==> src/rtl/led_pkg.sv <==
// Shared types and pattern arithmetic for the LED sequencer.
// Holds the mode/direction enums, the per-mode seeds and the single-step rule.
package led_pkg;

    typedef enum logic [1:0] {
        MODE_COUNT  = 2'd0,
        MODE_SHIFT  = 2'd1,
        MODE_BOUNCE = 2'd2,
        MODE_BLINK  = 2'd3
    } led_mode_e;

    typedef enum logic {
        DIR_LEFT  = 1'b0,
        DIR_RIGHT = 1'b1
    } bounce_dir_e;

    localparam logic [7:0] SEED_COUNT  = 8'h00;
    localparam logic [7:0] SEED_SHIFT  = 8'h01;
    localparam logic [7:0] SEED_BOUNCE = 8'h01;
    localparam logic [7:0] SEED_BLINK  = 8'h00;

    typedef struct packed {
        logic [7:0]  led;
        bounce_dir_e dir;
    } pattern_t;

    function automatic logic [7:0] mode_seed(input led_mode_e m);
        logic [7:0] seed;
        seed = SEED_COUNT;
        case (m)
            MODE_COUNT:  seed = SEED_COUNT;
            MODE_SHIFT:  seed = SEED_SHIFT;
            MODE_BOUNCE: seed = SEED_BOUNCE;
            MODE_BLINK:  seed = SEED_BLINK;
            default:     seed = SEED_COUNT;
        endcase
        return seed;
    endfunction

    // Bounce turns around on the end LED itself so neither end is shown twice in a row.
    function automatic pattern_t pattern_step(input led_mode_e m,
                                              input logic [7:0] cur,
                                              input bounce_dir_e dir);
        pattern_t nxt;
        nxt.led = cur;
        nxt.dir = dir;
        case (m)
            MODE_COUNT:  nxt.led = cur + 8'd1;
            MODE_SHIFT:  nxt.led = {cur[6:0], cur[7]};
            MODE_BOUNCE: begin
                if (dir == DIR_LEFT) begin
                    if (cur == 8'h80) begin
                        nxt.led = 8'h40;
                        nxt.dir = DIR_RIGHT;
                    end else begin
                        nxt.led = cur << 1;
                    end
                end else begin
                    if (cur == 8'h01) begin
                        nxt.led = 8'h02;
                        nxt.dir = DIR_LEFT;
                    end else begin
                        nxt.led = cur >> 1;
                    end
                end
            end
            MODE_BLINK:  nxt.led = ~cur;
            default:     nxt.led = cur;
        endcase
        return nxt;
    endfunction

endpackage

==> src/rtl/led_step_timer.sv <==
// Step-rate prescaler: counts 0..PERIOD-1 while enabled and flags the last count.
// clr restarts the count so a freshly seeded pattern gets a full step period.
module led_step_timer #(
    parameter int unsigned PERIOD = 4
) (
    input  logic clk,
    input  logic rst,
    input  logic en,
    input  logic clr,
    output logic tick
);

    localparam int unsigned CW = (PERIOD > 2) ? $clog2(PERIOD) : 1;
    localparam logic [CW-1:0] LAST = CW'(PERIOD - 1);

    logic [CW-1:0] cnt_q;
    logic [CW-1:0] cnt_d;

    always_comb begin
        cnt_d = cnt_q;
        if (clr) begin
            cnt_d = '0;
        end else if (en) begin
            cnt_d = (cnt_q == LAST) ? '0 : cnt_q + 1'b1;
        end
    end

    always_ff @(posedge clk) begin
        if (rst) begin
            cnt_q <= '0;
        end else begin
            cnt_q <= cnt_d;
        end
    end

    assign tick = en && (cnt_q == LAST);

endmodule

==> src/rtl/led_pattern_ctrl.sv <==
// LED bank sequencer: mode register, pattern register and bounce direction,
// stepped by led_step_timer and reseeded whenever a mode request arrives.
module led_pattern_ctrl
    import led_pkg::*;
#(
    parameter int unsigned CLK_FREQ  = 100_000_000,
    parameter int unsigned STEP_FREQ = 10
) (
    input  logic       clk,
    input  logic       rst,
    input  logic       en,
    input  logic       mode_next,
    input  logic       mode_sel_valid,
    input  logic [1:0] mode_sel,
    output logic [7:0] led,
    output logic [1:0] mode,
    output logic       step_tick
);

    localparam int unsigned STEP_PERIOD = CLK_FREQ / STEP_FREQ;

    generate
        if (STEP_PERIOD < 2) begin : g_bad_period
            $error("led_pattern_ctrl: CLK_FREQ/STEP_FREQ must be at least 2");
        end
    endgenerate

    led_mode_e   mode_q, mode_d;
    logic [7:0]  led_q, led_d;
    bounce_dir_e dir_q, dir_d;
    logic        tick_q, tick_d;

    logic        mode_req;
    led_mode_e   req_mode;
    logic        step_pulse;
    pattern_t    stepped;

    assign mode_req = mode_sel_valid || mode_next;
    assign req_mode = mode_sel_valid ? led_mode_e'(mode_sel)
                                     : led_mode_e'(mode_q + 2'd1);

    led_step_timer #(
        .PERIOD(STEP_PERIOD)
    ) u_timer (
        .clk  (clk),
        .rst  (rst),
        .en   (en),
        .clr  (mode_req),
        .tick (step_pulse)
    );

    // A mode request wins over a coincident step, which is simply dropped.
    always_comb begin
        mode_d  = mode_q;
        led_d   = led_q;
        dir_d   = dir_q;
        tick_d  = 1'b0;
        stepped = pattern_step(mode_q, led_q, dir_q);
        if (mode_req) begin
            mode_d = req_mode;
            led_d  = mode_seed(req_mode);
            dir_d  = DIR_LEFT;
        end else if (step_pulse) begin
            led_d  = stepped.led;
            dir_d  = stepped.dir;
            tick_d = 1'b1;
        end
    end

    always_ff @(posedge clk) begin
        if (rst) begin
            mode_q <= MODE_COUNT;
            led_q  <= SEED_COUNT;
            dir_q  <= DIR_LEFT;
            tick_q <= 1'b0;
        end else begin
            mode_q <= mode_d;
            led_q  <= led_d;
            dir_q  <= dir_d;
            tick_q <= tick_d;
        end
    end

    assign led       = led_q;
    assign mode      = mode_q;
    assign step_tick = tick_q;

endmodule

==> config.mk <==
export PLATFORM = sky130hd
export DESIGN_NAME = led_pattern_ctrl
export DESIGN_NICKNAME = d
export VERILOG_FILES = /design/src/rtl/led_pkg.sv /design/src/rtl/led_step_timer.sv /design/src/rtl/led_pattern_ctrl.sv
export SDC_FILE = /design/constraint.sdc
export NUM_CORES = 1
export LEC_CHECK = 0
export ABC_AREA = 1
export ABC_CLOCK_PERIOD_IN_PS = 2500
export CORE_MARGIN = 2
export CORE_UTILIZATION = 45
export CTS_CLUSTER_DIAMETER = 120
export DETAILED_ROUTE_END_ITERATION = 10
export PLACE_DENSITY_LB_ADDON = 0.1
export SLEW_MARGIN = 20
export SYNTH_ARGS = -nofsm -noshare
export SYNTH_HDL_FRONTEND = slang
export SYNTH_HIERARCHICAL = 1
export SYNTH_SLANG_ARGS = --single-unit
==> constraint.sdc <==
create_clock -name clk -period 2.5 [get_ports clk]
set_input_delay 0.5 -clock clk [delete_from_list [all_inputs] [get_ports clk]]
set_output_delay 0.5 -clock clk [all_outputs]
set_load 0.01 [all_outputs]
==> summary.md, run 1 <==
The mapped netlist covers 0.00238 mm². The detailed router finished its first iteration with 156 violations. The worst setup path is launched from a flop.

The tools report the number of global-route vias before repair as 2,195. The cell sitting at the root of the clock tree is a sky130_fd_sc_hd__clkbuf_8. For the remaining routing DRC violations, the log shows 0. The library cell used most frequently in the layout, excluding fill and tap cells, is sky130_fd_sc_hd__nand2_1. The routed design could run at a clock period as short as 2010 ps.

The data arrival time of the critical path was 2230 ps; the power share of the clock group was 0.350. Internal power comes to 0.000821 W. In this run the worst hold path is classified as flop to flop. For this design, the CTS-stage hold fixing added 0 buffers. Leftover overflow at the end of global routing: 0.

The max-slew violation count was 0. For the pin with the worst max-slew slack, the measured transition is 413 ps. Summed over all failing endpoints, the final setup total negative slack is 0 ps.

Entering global routing, the biggest net connects 13 pins. The number of buffers and inverters on the critical path is 2, and the number of violations of the max-capacitance limit is 0. For this block, the routed nets add up to 5770 µm of wire. During I/O placement, the number of pins put on the boundary was 18.

The first-pass iteration count of the detailed router is 4, and the peak fanout along the critical path is 5. The die is 76.8 µm wide. The largest individual stage delay along the critical path comes from the cell sky130_fd_sc_hd__dfxtp_1.

The core footprint is 0.00511 mm², and the switching part of the total power is 0.260. The post-synthesis instance total was 373; the net switching power was 0.000289 W. The first global-routing pass estimated 10,100 µm of wire. The final non-filler cell area was 0.00271 mm²; the stage delay of the slowest cell on the critical path was 390 ps. Data on the critical path is required at its endpoint by 2720 ps.

The tools report the later-pin clock latency in the skew report as 280 ps. Setup repair after global routing left no endpoint under its margin. The net count after synthesis is 388, and the count of fill cells added during filler insertion is 547. The tools report the net total in the final layout as 409.

Summed over all cells, the static leakage comes to 0.922 nW. 0 antenna diodes ended up in the layout. The clock net in this run drives a total of 36 sinks.

The detail-routed via count per cell is 5.04, and the multi-input gate area in the final layout is 0.00145 mm². For the number of different library cells in the post-synthesis netlist, the log shows 36. Relative to the synthesized area, the layout overhead comes to 13.6%. Share of final-layout standard cells stronger than drive strength 1: 0.0787.

The overall fraction of global-route tracks in use came out at 0.210. In the final layout, flip-flops and latches occupy 721 µm². For the sequential area share after synthesis, the log shows 0.302. For the post-cts gate resize count, the log shows 0.

The worst setup path is of the flop to flop kind. The row count was 26. Count of synthesis-stage warnings from yosys: 6. Routability-driven placement finished with a final weighted congestion of 0.919. The number of instances in the placed design was 457. Clock-pin slew was measured on the worst setup and hold paths at 70 ps. The number of non-filler instances in the completed layout was 464; the total number of H-tree levels was 2. Dividing the synthesized area by the synthesized cell count gives 6.39 µm². The logs give 0.528 for the sequential cell fraction of total power and 2 for the maximum root-to-sink buffer count. Once placement finished, the instance area stood at 0.00263 mm². For the final database, setup skew stands at 6.93 ps. Buffers added to address setup during post-CTS repair amount to 0. Dividing the detail-routed wire length by the instance count gives 12.4 µm. The final hold violation count was 0. The critical path goes through ha_1 -> nand3_2 -> nor2_1 -> nand3_2 -> nor2_4 -> inv_1 -> nor2_8 -> inv_2 -> a21oi_2 -> nand2_1 -> a21oi_2. The flow ran to the end, and the final reports show no timing, DRC or antenna violations.

The setup-violating endpoint count in the final report was 0; the achievable frequency was 497 MHz. TritonCTS built the clock tree. Summed over all nets, the half-perimeter wirelength after detailed placement is 4440 µm.

In this run the remaining antenna-violating nets after routing total 0. The logs give 0.725 for the worst max-slew margin expressed relative to the limit and 2,337 for the number of vias after detailed routing. The top cell types in the final layout, fill and taps aside, are 101 x sky130_fd_sc_hd__nand2_1, 67 x sky130_fd_sc_hd__nor2_1, 45 x sky130_fd_sc_hd__inv_1. VDD sags by at most 179 µV.

The power per standard cell area works out to 410 mW/mm². Flip-flop and latch count after synthesis: 36. The die covers 0.00590 mm².

The port buffer count was 17; the starting density of the core was 0.467. Measured along the y axis, the die boundary spans 76.8 µm. For the logic gate share of total power, the log shows 0.122.

On the critical path the largest part of the delay comes from simple AND/OR/NAND/NOR gates. Across all hold checks on the routed design, the worst slack comes to 524 ps. The post-route clock period utilization is 0.805. The number of antenna violations at the first check in global routing was 0. The tools report the total clock buffers created by CTS as 5. The kind of capture point of the worst setup path is a flop.
## per-stage QoR
stage | setup WS [ps] | utilization | power (W)
after detailed placement | 218 | 0.515 | 0.000735
after CTS | 468 | 0.530 | 0.00113
final | 488 | 0.530 | 0.00111
after floorplan | 710 | - | 0.000685
after global placement | 249 | 0.515 | 0.000736
after global routing | 273 | 0.530 | 0.00117
## cell families after synthesis
group                    share of synthesized area
AO/OA/AOI/OAI                                0.132
multiplexers                               0.00420
buffers and inverters                       0.0897
XOR/XNOR                                    0.0331
AND/OR/NAND/NOR                              0.397
flip-flops                                   0.302
adder cells (fa/ha/maj)                     0.0420
## metal layers
metal  vias to the layer above  GRT usage  wire length, µm
met4                         0     0.0800              122
met3                        12     0.0306              228
met1                      1037      0.256             2470
met5                         -          0                0
li1                       1230          -                -
met2                        58      0.371             2950
## power groups by stage
stage	sequential, W	combinational, W	clock, W
2_1_floorplan	0.000600	0.0000856	0
3_3_place_gp	0.000600	0.000136	0
3_5_place_dp	0.000600	0.000135	0
4_1_cts	0.000587	0.000136	0.000411
5_1_grt	0.000588	0.000152	0.000431
6_report	0.000587	0.000135	0.000389
## state kept, by name, summed over array words and instances (netlist names)
signal and count:
dir_q 1, led 8, mode 2, step_tick 1, u_timer/cnt_q 24
## cell usage after synthesis (all sizes together)
cell | count | area [µm²]
nand2 | 102 | 385
nor2 | 76 | 337
inv | 46 | 173
dfxtp | 36 | 721
nand3 | 25 | 145
a21oi | 24 | 135
o21ai | 13 | 76.3
ha | 8 | 100
xor2 | 7 | 61.3
a22oi | 4 | 30.0
buf | 4 | 28.8
nand4 | 4 | 25.0
nor3 | 4 | 25.0
o22ai | 4 | 25.0
clkbuf | 3 | 12.5
nand3b | 3 | 22.5
o211ai | 2 | 15.0
xnor2 | 2 | 17.5
a21o | 1 | 7.51
a221oi | 1 | 8.76
mux2i | 1 | 10.0
o2111ai | 1 | 8.76
o221ai | 1 | 8.76
or2 | 1 | 6.26
## area by class of cell
| cell class | instances | share of cell area |
|---|---|---|
| multi-input cells | 284 | 0.535 |
| flip-flops and latches | 36 | 0.266 |
| repair buffers | 21 | 0.0739 |
| inverters | 46 | 0.0637 |
| well taps | 70 | 0.0323 |
| clock buffers | 6 | 0.0268 |
| clock inverters | 1 | 0.00185 |
## worst min-delay path, delay by kind of cell, from the launching register on
family          cells  cell delay, ps
simple gates        1              80
flops               1             340
compound gates      1              60
## path summary, 6_finish.rpt
kind	from	end	slack, ps	cells past startpoint
min reg2reg	u_timer/cnt_q[0]$_SDFFE_PP0P_	u_timer/cnt_q[0]$_SDFFE_PP0P_	520	2
min	u_timer/cnt_q[0]$_SDFFE_PP0P_	u_timer/cnt_q[0]$_SDFFE_PP0P_	520	2
max reg2reg	u_timer/cnt_q[1]$_SDFFE_PP0P_	led[4]$_SDFFE_PP0P_	490	11
max	u_timer/cnt_q[1]$_SDFFE_PP0P_	led[4]$_SDFFE_PP0P_	490	11
(Power assumes the default switching activity.)
==> inputs of run 2 (changes only) <==
--- a/config.mk
+++ b/config.mk
@@ -6,7 +6,7 @@
 export NUM_CORES = 1
 export LEC_CHECK = 0
 export ABC_AREA = 1
-export ABC_CLOCK_PERIOD_IN_PS = 2500
+export ABC_CLOCK_PERIOD_IN_PS = 1800
 export CORE_MARGIN = 2
 export CORE_UTILIZATION = 45
 export CTS_CLUSTER_DIAMETER = 120
==> constraint.sdc (replaced) <==
create_clock -name clk -period 1.8 [get_ports clk]
set_input_delay 0.36 -clock clk [delete_from_list [all_inputs] [get_ports clk]]
set_output_delay 0.36 -clock clk [all_outputs]
set_load 0.01 [all_outputs]
==> run 2 against run 1 <==
Net effect: count of clock-buffer cells in the layout is the same; routed wire length grew 4.4%; sequential power grew 39%; clock skew shrank 0.74 ps; critical endpoint is now led[0]; largest cell class unchanged; highest routed layer unchanged.
==> summary.md, run 2 (same netlist as run 1, synthesis figures left out) <==
The detailed placer's ending HPWL was 4580 µm (+3.1%). The number of clock sinks seen by CTS was 36 (unchanged); the power share of the clock group was 0.371 (+0.021). The row count came out at 26 (unchanged). The run gives 122 (-22%) as the violation count after the first detailed-routing iteration. Final hold violation count: 0 (unchanged).

The overall fraction of global-route tracks in use came out at 0.221 (+0.0108). The run gives 5 (+1) as the first-pass iteration count of the detailed router. The logs give 1380 ps (-850 ps) for the data arrival time of the critical path and 0.502 (-0.026) for the sequential cell fraction of total power.

For the number of hold buffers added after CTS, the log shows 0 (unchanged). The leftover overflow at the end of global routing was 0 (unchanged). The overall power consumption is 0.00162 W (+46%).

Number of antenna diodes: 0 (unchanged). Register with the most flip-flops: u_timer/cnt_q. The tools report the final antenna-violating net count as 0 (unchanged).

The final non-filler cell area was 0.00289 mm² (+6.6%). The run gives 534 (-2.4%) as the count of fill cells added during filler insertion. The worst ir drop on vdd is 497 µV (+180%). For this design, the slowest cell found on the critical path is sky130_fd_sc_hd__clkdlybuf4s50_1.

The later-pin clock latency in the skew report is 290 ps (about the same). Leading cell type in the layout, fill and taps excluded: sky130_fd_sc_hd__nand2_1. The run gives 0.00590 mm² (unchanged) as the die footprint. The logs give 428 (+4.6%) for the net total in the final layout and 0 (unchanged) for the number of antenna violations at the first check in global routing.

Walking the worst path, the cells encountered are clkdlybuf4s50_1. STA classifies the critical path endpoint as a primary output. The logs give 0.000425 W (+47%) for the net switching power and 0 (unchanged) for the post-cts gate resize count. The routability congestion estimate from global placement is 0.935 (+1.7%), and the number of flip-flops in the largest register is 24 (unchanged). For the design internal power, the log shows 0.00120 W (+46%).

Dominant delay contributor by cell family on the critical path: buffers and inverters. The static leakage power is 1.03 nW (+12%), and the number of non-filler instances in the completed layout is 484 (+4.3%). The maximum root-to-sink buffer count was 2 (unchanged). For the max-slew violation count, the log shows 0 (unchanged). The peak fanout along the critical path was 7 (+2); the required time of the critical path was 1440 ps (-1280 ps). For the I/O pin total, the log shows 18 (unchanged).

TritonCTS built the clock tree. The worst max-slew margin expressed relative to the limit is 0.768 (+0.0436), and the logic gate share of total power is 0.127 (+0.005). Setup repair after global routing left no endpoint under its margin. The core footprint is 0.00511 mm² (unchanged), and the horizontal die dimension is 76.8 µm (unchanged).

The slew of the pin with the lowest slew margin works out to 348 ps (-65.4 ps). In the layout the commonest cells are 101 x sky130_fd_sc_hd__nand2_1, 65 x sky130_fd_sc_hd__nor2_1, 45 x sky130_fd_sc_hd__inv_1. Buffer count from post-CTS setup fixing: 0 (unchanged). The tools report the total clock buffers created by CTS as 5 (unchanged).

The starting density of the core was 0.467 (unchanged). The tools report the remaining routing DRC violations as 0 (unchanged). Category of the worst setup path launch point: a flop. The die outline height works out to 76.8 µm (unchanged). The tools report the library cell used as clock root buffer as sky130_fd_sc_hd__clkbuf_8. The clock-pin transition on the worst setup and hold timing paths is 80 ps (about the same).

The placed standard-cell area is 0.00279 mm² (+5.9%). The setup-violating endpoint count in the final report was 0 (unchanged); the total number of H-tree levels was 2 (unchanged). The port buffer count came out at 17 (unchanged). The tools report the number of violations of the max-capacitance limit as 0 (unchanged). Setup skew after layout: 6.20 ps (-0.736 ps).

The number of global-route vias before repair came out at 2,295 (+4.6%). The class of the worst hold path is flop to flop. The average wire per cell in the routed design was 12.4 µm (about the same).

The wire length of the first global-routing pass is 10,600 µm (+5.5%). The number of instances in the placed design is 476 (+4.2%). The share of final-layout standard cells stronger than drive strength 1 came out at 0.135 (+0.0566). The post-route clock period utilization was 0.967. The kind of critical path is flop to primary output. The number of vias after detailed routing is 2,412 (+3.2%). The stage delay of the slowest cell on the critical path works out to 600 ps (+210 ps).

Compared with the post-synthesis result, the final layout area differs by 21.0%. The multi-input gate area in the final layout is 0.00146 mm² (+0.35%). Based on the critical path, the design can be clocked at up to 575 MHz. The final core utilization was 0.565 (+0.0348). The total wirelength of the detailed-routed design is 6020 µm (+4.4%), and the switching part of the total power is 0.262 (+0.00170). The area taken by flip-flops and latches came out at 723 µm² (+0.35%). The worst path in the final design needs a cycle of 1740 ps, including I/O delays and setup. The final hold slack came out at 529 ps (+4.54 ps). For the pin count of the biggest net entering global routing, the log shows 13 (unchanged).

The number of buffers and inverters on the critical path was 1 (-1); the detail-routed via count per cell was 4.98 (-1.1%). The run finished with clean final reports. The power per standard cell area works out to 562 mW/mm² (+37%).
-- run 2: changes by cell type in the layout (fill, tap and decap cells not counted) --
cell,previous run,this run
sky130_fd_sc_hd__clkbuf_8,5,6
sky130_fd_sc_hd__buf_4,4,22
sky130_fd_sc_hd__nor2_2,5,7
sky130_fd_sc_hd__buf_12,0,1
sky130_fd_sc_hd__dfxtp_1,36,34
sky130_fd_sc_hd__clkinv_2,1,2
sky130_fd_sc_hd__nor2_1,67,65
sky130_fd_sc_hd__clkbuf_1,1,0
sky130_fd_sc_hd__dfxtp_2,0,2
-- run 2: metal layers --
| layer | vias to the layer above | part of all wire | global-route usage |
|---|---|---|---|
| li1 | 1269 | - | - |
| met1 | 1090 | 0.45 | 0.258 |
| met2 | 43 | 0.51 | 0.404 |
| met3 | 10 | 0.025 | 0.0318 |
| met4 | 0 | 0.021 | 0.0836 |
| met5 | - | 0 | 0 |
-- run 2: area by class of cell --
class | instances | share of cell area
Multi-Input combinational cell | 284 | 0.504
Sequential cell | 36 | 0.251
Timing Repair Buffer | 40 | 0.123
Inverter | 46 | 0.0598
Tap cell | 70 | 0.0303
Clock buffer | 6 | 0.0286
Clock inverter | 2 | 0.00347
-- run 2: worst paths after layout --
path	from	end	slack [ps]	depth (start not counted)
worst max-delay path	led[0]$_SDFFE_PP0P_	led[0]	60	1
worst min register to register	u_timer/cnt_q[23]$_SDFFE_PP0P_	u_timer/cnt_q[23]$_SDFFE_PP0P_	530	4
worst min-delay path	u_timer/cnt_q[23]$_SDFFE_PP0P_	u_timer/cnt_q[23]$_SDFFE_PP0P_	530	4
worst max register to register	u_timer/cnt_q[0]$_SDFFE_PP0P_	led[4]$_SDFFE_PP0P_	180	11
-- run 2: stage by stage --
step                      setup slack [ps]  setup TNS [ps]
after floorplan                       10.5               0
after global placement                -123            -966
after detailed placement              -150           -1410
after CTS                             43.7               0
after global routing                  11.3               0
final                                 59.8               0
-- run 2: power by group through the flow --
stage / clock network (W) / registers (W) / logic (W)
finish: 0.000603 / 0.000814 / 0.000205
global route: 0.000657 / 0.000815 / 0.000231
CTS: 0.000627 / 0.000814 / 0.000206
detailed placement: 0 / 0.000833 / 0.000205
global placement: 0 / 0.000833 / 0.000204
floorplan: 0 / 0.000833 / 0.000119
-- run 2: worst min-delay path, cell delays in order (launching register included) --
cell	delay, ps
sky130_fd_sc_hd__dfxtp_1	320
sky130_fd_sc_hd__inv_1	50
sky130_fd_sc_hd__nand2_1	40
sky130_fd_sc_hd__inv_1	40
sky130_fd_sc_hd__nor2_1	30
==> inputs of run 3 (changes only) <==
--- a/config.mk
+++ b/config.mk
@@ -6,7 +6,7 @@
 export NUM_CORES = 1
 export LEC_CHECK = 0
 export ABC_AREA = 1
-export ABC_CLOCK_PERIOD_IN_PS = 1800
+export CAP_MARGIN = 20
 export CORE_MARGIN = 2
 export CORE_UTILIZATION = 45
 export CTS_CLUSTER_DIAMETER = 120
==> results of run 3 <==
Same layout as run 2: the final DEF is identical, and so are final timing and power.
